### config.mk
export PLATFORM = sky130hd
export DESIGN_NAME = sequenciador_envase
export DESIGN_NICKNAME = d
export VERILOG_FILES = /design/src/rtl/envase_pkg.sv /design/src/rtl/sequenciador_envase_temporizador.sv /design/src/rtl/sequenciador_envase.sv
export SDC_FILE = /design/constraint.sdc
export NUM_CORES = 1
export LEC_CHECK = 0
export BUFFER_PORTS_ARGS = -buffer_cell sky130_fd_sc_hd__buf_4
export CAP_MARGIN = 20
export CORE_ASPECT_RATIO = 0.8
export CORE_MARGIN = 3
export CORE_UTILIZATION = 50
export DETAILED_ROUTE_END_ITERATION = 10
export PLACE_DENSITY = 0.85
export SLEW_MARGIN = 15
export SYNTH_ARGS = -nofsm -noshare
export SYNTH_HDL_FRONTEND = slang
export SYNTH_SLANG_ARGS = --single-unit
### constraint.sdc
create_clock -name clk -period 3.5 [get_ports clk]
set_input_delay 0.7 -clock clk [delete_from_list [all_inputs] [get_ports clk]]
set_output_delay 0.7 -clock clk [all_outputs]
set_load 0.01 [all_outputs]
### src/rtl/envase_pkg.sv
// Shared types and default parameters for the bottle fill/seal station controller.
package envase_pkg;

  // Station states; the numeric codes are visible on the estado output.
  typedef enum logic [2:0] {
    IDLE       = 3'd0,
    TRANSPORTE = 3'd1,
    ENCHIMENTO = 3'd2,
    VEDACAO    = 3'd3,
    REPOSICAO  = 3'd4,
    SAIDA      = 3'd5,
    DONE       = 3'd6,
    ALARME     = 3'd7
  } estado_t;

  localparam int LOTE_DEF       = 6;
  localparam int ROLHAS_MAX_DEF = 4;
  localparam int T_ENCHE_DEF    = 16;
  localparam int T_VEDA_DEF     = 8;

endpackage

### src/rtl/sequenciador_envase_temporizador.sv
// Clearable, enabled up-counter with a terminal-count flag against a runtime limit.
module temporizador #(
  parameter int W = 4
) (
  input  logic         clk,
  input  logic         reset,
  input  logic         clr,
  input  logic         en,
  input  logic [W-1:0] limite,
  output logic         tc
);

  logic [W-1:0] contagem;

  // Clear has priority over counting so a state change always restarts at zero.
  always_ff @(posedge clk or negedge reset) begin
    if (!reset)
      contagem <= '0;
    else if (clr)
      contagem <= '0;
    else if (en)
      contagem <= contagem + 1'b1;
  end

  // Terminal count only matters while the timer is actually running.
  assign tc = en && (contagem == limite);

endmodule

### src/rtl/sequenciador_envase.sv
// Supervisory FSM for the fill/seal station: sequences conveyor, valve and sealer,
// tracks stopper stock with a refill handshake and counts bottles per batch.
module sequenciador_envase
  import envase_pkg::*;
#(
  parameter int LOTE       = LOTE_DEF,
  parameter int ROLHAS_MAX = ROLHAS_MAX_DEF,
  parameter int T_ENCHE    = T_ENCHE_DEF,
  parameter int T_VEDA     = T_VEDA_DEF
) (
  input  logic       clk,
  input  logic       reset,
  input  logic       start,
  input  logic       stop,
  input  logic       sensor_garrafa,
  input  logic       sensor_cheio,
  input  logic       vedacao_ok,
  input  logic       rolha_ack,
  output logic       motor,
  output logic       valvula,
  output logic       vedar,
  output logic       rolha_req,
  output logic       lote_done,
  output logic       alarme,
  output logic [2:0] estado,
  output logic [7:0] garrafas,
  output logic [7:0] rolhas
);

  localparam int T_MAX = (T_ENCHE > T_VEDA) ? T_ENCHE : T_VEDA;
  localparam int TW    = $clog2(T_MAX + 1);

  estado_t        st, st_nxt;
  logic           vedar_nxt;
  logic           tmr_tc;
  logic [TW-1:0]  tmr_limite;

  // Timeout fires on the cycle the timer holds T-1, so the state lasts at most T cycles.
  assign tmr_limite = (st == VEDACAO) ? TW'(T_VEDA - 1) : TW'(T_ENCHE - 1);

  temporizador #(.W(TW)) u_tmr (
    .clk    (clk),
    .reset  (reset),
    .clr    (st_nxt != st),
    .en     ((st == ENCHIMENTO) || (st == VEDACAO)),
    .limite (tmr_limite),
    .tc     (tmr_tc)
  );

  // State register.
  always_ff @(posedge clk or negedge reset) begin
    if (!reset)
      st <= IDLE;
    else
      st <= st_nxt;
  end

  // Next-state logic; stop overrides everything, including start in the same cycle.
  always_comb begin
    st_nxt = st;
    if (stop) begin
      st_nxt = IDLE;
    end else begin
      case (st)
        IDLE:       if (start) st_nxt = TRANSPORTE;
        TRANSPORTE: if (sensor_garrafa) st_nxt = ENCHIMENTO;
        ENCHIMENTO: begin
          if (!sensor_garrafa)   st_nxt = ALARME;
          else if (sensor_cheio) st_nxt = VEDACAO;
          else if (tmr_tc)       st_nxt = ALARME;
        end
        VEDACAO: begin
          if (rolhas == 8'd0)  st_nxt = REPOSICAO;
          else if (vedacao_ok) st_nxt = SAIDA;
          else if (tmr_tc)     st_nxt = ALARME;
        end
        REPOSICAO:  if (rolha_ack) st_nxt = VEDACAO;
        SAIDA:      if (!sensor_garrafa)
                      st_nxt = (garrafas == 8'(LOTE)) ? DONE : TRANSPORTE;
        DONE:       if (start) st_nxt = TRANSPORTE;
        ALARME:     st_nxt = ALARME;
        default:    st_nxt = IDLE;
      endcase
    end
  end

  // A seal command is due on entry to VEDACAO if stock is available (refill always restocks).
  assign vedar_nxt = (st_nxt == VEDACAO) && (st != VEDACAO) &&
                     ((st == REPOSICAO) || (rolhas != 8'd0));

  // Registered one-cycle seal pulse aligned with the first VEDACAO cycle.
  always_ff @(posedge clk or negedge reset) begin
    if (!reset)
      vedar <= 1'b0;
    else
      vedar <= vedar_nxt;
  end

  // Bottle and stopper counters, updated on the transitions that consume or restock them.
  always_ff @(posedge clk or negedge reset) begin
    if (!reset) begin
      garrafas <= '0;
      rolhas   <= 8'(ROLHAS_MAX);
    end else begin
      if ((st == VEDACAO) && (st_nxt == SAIDA)) begin
        garrafas <= garrafas + 8'd1;
        rolhas   <= rolhas - 8'd1;
      end
      if ((st == REPOSICAO) && (st_nxt == VEDACAO))
        rolhas <= 8'(ROLHAS_MAX);
      if ((st == DONE) && (st_nxt == TRANSPORTE))
        garrafas <= '0;
    end
  end

  assign estado    = st;
  assign motor     = (st == TRANSPORTE) || (st == SAIDA);
  assign valvula   = (st == ENCHIMENTO);
  assign rolha_req = (st == REPOSICAO);
  assign lote_done = (st == DONE);
  assign alarme    = (st == ALARME);

endmodule

==> reports/summary.log <==
[run_status] status finished, final reports clean
[global_route] global router's overall resource usage 20.8%
[placed_design] area post-placement 1950 sq um
[pwr] relative contribution of the clock network to total power 14.3%
[critical_path] critical register-to-register path endpoint garrafas[2]
[floorplanning] area of the die 4110 sq um
[pwr] Total Power 1.20 mW
[global_route] number of global-route vias before repair 1441
[critical_path] Setup crit end kind flop
[timing] maximum frequency from static timing analysis 376 MHz
[timing] sum of negative setup slack 0 ns
[job] number of max-cap violations 0
[floorplanning] Boundary Pins 33
[detailed_routing] DR vias 1563
[cells_and_area] most common library cell in the layout ignoring fill and taps sky130_fd_sc_hd__buf_4
[timing] setup-violating endpoint count in the final report 0
[critical_path] startpoint types flop
[floorplanning] placeable core region 3150 sq um
[critical_path] top fanout value on the critical path 17
[detailed_routing] TritonRoute pass-1 iters 4
[global_route] overall overflow remaining after global route 0
[global_route] initial antenna violation count 0
[cts] largest buffer count on any clock path 2
[yosys] number of nets in the synthesized netlist 204
[cts] number of cells upsized or downsized after cts 0
[cts] H-tree lvl count 1
[timing] RSZ-0062 raised after global routing no
[pwr] sequential group share of total power 38.6%
[cts] clock insertion delay at the later pin of the skew report 0.27 ns
[cells_and_area] post-route standard cell area excluding fillers 2000 sq um
[placed_design] final weighted congestion of routability-driven global placement 0.906
[cells_and_area] layout cells sized above 1 21.1%
[yosys] sequential-to-total area share from yosys stat 37.2%
[critical_path] path depth of the worst reg2reg path 6
[pwr] ratio of total power to cell area 600 nW/um^2
[pwr] combinational cell fraction of total power 47.1%
[timing] number of slew-limit violations in the final report 0
[timing] shortest period the worst path allows 2.66 ns
[yosys] Yosys warning total 0
[yosys] FFs w/ async S/R, synth 100%
[yosys] total of flip-flops plus latches after synthesis 25
[detailed_routing] antenna-violating nets left 0
[yosys] Post-Syn Area 1690 sq um
[cts] clock sink count 25
[timing] worst setup skew after layout 0.00555 ns
[yosys] number of enable flip-flop cells after synthesis 0
[global_route] pin count of the biggest net entering global routing 26
[pwr] peak supply drop 0.376 mV
[floorplanning] number of placement rows 18
[critical_path] critical path type reg -> reg
[cells_and_area] top library cells by usage in the layout, fill and taps aside 33 x sky130_fd_sc_hd__buf_4, 25 x sky130_fd_sc_hd__nand2_1, 24 x sky130_fd_sc_hd__nor2_1, 24 x sky130_fd_sc_hd__dfrtp_1, 10 x sky130_fd_sc_hd__xnor2_1
[pwr] Leak Pwr 0.948 nW
[critical_path] Worst EP required 3.67 ns
[timing] final hold vios 0
[detailed_routing] routed wire length 4100 microns
[cells_and_area] number of nets at the end of the flow 236
[pwr] internal power component 0.714 mW
[detailed_routing] Vias per Instance 5.94
[floorplanning] Vert. Die Dim 57.9 microns
[floorplanning] Chip Width 70.9 microns
[yosys] synthesized area per cell 8.78 sq um
[cts] CTS clk-pin slew, worst paths 0.09 ns
[pwr] switching portion of total power 40.5%
[cts] clock root buffer sky130_fd_sc_hd__clkbuf_8
[timing] pin slew with the least headroom to its limit 0.636 ns
[timing] tightest slew margin relative to the limit 57.6%
[pwr] net switching component of the power 0.485 mW
[critical_path] startpoint of the most critical register-to-register path estado[1]
[placed_design] half-perimeter wire length after placement 3060 microns
[timing] portion of the clock cycle consumed by the worst path in the final layout 76.1%
[placed_design] PortBufs 32
[critical_path] arrival time worst endpoint 2.83 ns
[min_path] Hold WC Path Type in -> async
[detailed_routing] per-cell routed wire length 15.6 microns
[floorplanning] starting density of the core 53.5%
[cells_and_area] Inserted Diodes 0
[detailed_routing] DRC errors left 0
[yosys] count of mapped cells out of synthesis 192
[global_route] global-route wire length before repair 6860 microns
[cts] CTS buffer count 3
[yosys] flip-flop cell with the highest count after synthesis sky130_fd_sc_hd__dfrtp_1
[cts] cts hold-fix bufs 0
[cts] TritonCTS clock tree done
[yosys] number of library cell types mapped by synthesis 47
[detailed_routing] initial DRC count 264
[cts] Setup Buffers After CTS 0
[critical_path] setup slack of the most critical reg-to-reg path 0.84 ns
[cells_and_area] area grow syn2layout 18.5%
==> synth_stat cells (2+ instances only) <==
cell type / instances / area share (%)
sky130_fd_sc_hd__a21o_1: 3 / 1.3
sky130_fd_sc_hd__nor2b_1: 4 / 1.5
sky130_fd_sc_hd__buf_2: 2 / 0.59
sky130_fd_sc_hd__dfrtp_1: 24 / 36
sky130_fd_sc_hd__and3_1: 3 / 1.1
sky130_fd_sc_hd__nor4b_1: 2 / 1.0
sky130_fd_sc_hd__a21oi_1: 9 / 2.7
sky130_fd_sc_hd__nand2b_1: 4 / 1.5
sky130_fd_sc_hd__mux2i_1: 6 / 3.6
sky130_fd_sc_hd__clkbuf_1: 3 / 0.67
sky130_fd_sc_hd__ha_1: 4 / 3.0
sky130_fd_sc_hd__inv_1: 5 / 1.1
sky130_fd_sc_hd__o21ai_0: 7 / 2.1
sky130_fd_sc_hd__and4b_1: 6 / 3.6
sky130_fd_sc_hd__nand4_1: 5 / 1.9
sky130_fd_sc_hd__nor3_1: 3 / 0.89
sky130_fd_sc_hd__xnor2_1: 10 / 5.2
sky130_fd_sc_hd__nor4_1: 2 / 0.74
sky130_fd_sc_hd__nand3_1: 8 / 2.4
sky130_fd_sc_hd__and2_1: 2 / 0.74
sky130_fd_sc_hd__nor2_1: 24 / 5.3
sky130_fd_sc_hd__nand2_1: 25 / 5.6
sky130_fd_sc_hd__a211oi_1: 7 / 3.1
==> kinds of logic after synthesis <==
logic type / share of synthesized area (%)
simple gates: 30.5
compound gates: 17.3
flops: 37.2
buf+inv: 3.27
xor+xnor: 5.20
mux: 3.56
fa+ha+maj: 2.97
==> how the worst max path moves through the flow <==
stage                         start     endpoint  slack [ns]
final                     estado[1]  garrafas[2]        0.84
after global placement    estado[2]  garrafas[2]        0.99
after CTS                 estado[2]  garrafas[2]        0.90
after global routing      estado[2]  garrafas[5]        0.69
after floorplan           rolhas[0]  garrafas[2]        1.15
after detailed placement  estado[2]  garrafas[2]        0.92
==> state kept, by name (all words and copies together) (netlist names) <==
register / cells
garrafas: 8
rolhas: 8
u_tmr.contagem: 5
estado: 3
vedar: 1
==> metal layers <==
metal  vias up  track usage (%)  part of all wire [%]
li1        758                -                     -
met3         2             3.64                   7.2
met1       741             31.9                    48
met5         -                0                     0
met2        62             30.8                    44
met4         0             4.83                  0.76
==> stage by stage <==
step                hold WS, ns  setup slack [ns]  utilization, %  std cells
detailed placement        0.541             0.917            61.9        259
CTS                       0.322             0.900            63.3        263
finish                    0.315             0.837            63.3        263
floorplan                 0.404              1.15               -        192
global placement          0.525             0.989            61.9        259
global route              0.332             0.692            63.3        263
==> power groups by stage <==
stage,registers [mW],clock network (mW),logic (mW)
after detailed placement,0.466,0,0.561
after floorplan,0.460,0,0.365
after CTS,0.461,0.181,0.567
after global placement,0.461,0,0.554
after global routing,0.480,0.187,0.627
final,0.462,0.172,0.565
==> area by class of cell <==
type	count	area, sq um
Fill cell	287	1160
Inverter	6	22.5
Timing Repair Buffer	33	248
Clock buffer	3	41.3
Sequential cell	25	627
Clock inverter	1	5.00
Multi-Input combinational cell	155	1000
Tap cell	40	50.0
==> worst max-delay path, cell delays in order (launching register included) <==
cell and delay (ns):
sky130_fd_sc_hd__dfrtp_1 0.69, sky130_fd_sc_hd__and4b_1 0.29, sky130_fd_sc_hd__nand3b_1 0.10, sky130_fd_sc_hd__a311o_1 0.51
sky130_fd_sc_hd__a21oi_2 0.58, sky130_fd_sc_hd__a21oi_1 0.16, sky130_fd_sc_hd__a31o_2 0.23
No activity file was read; power rests on OpenSTA's default activity.
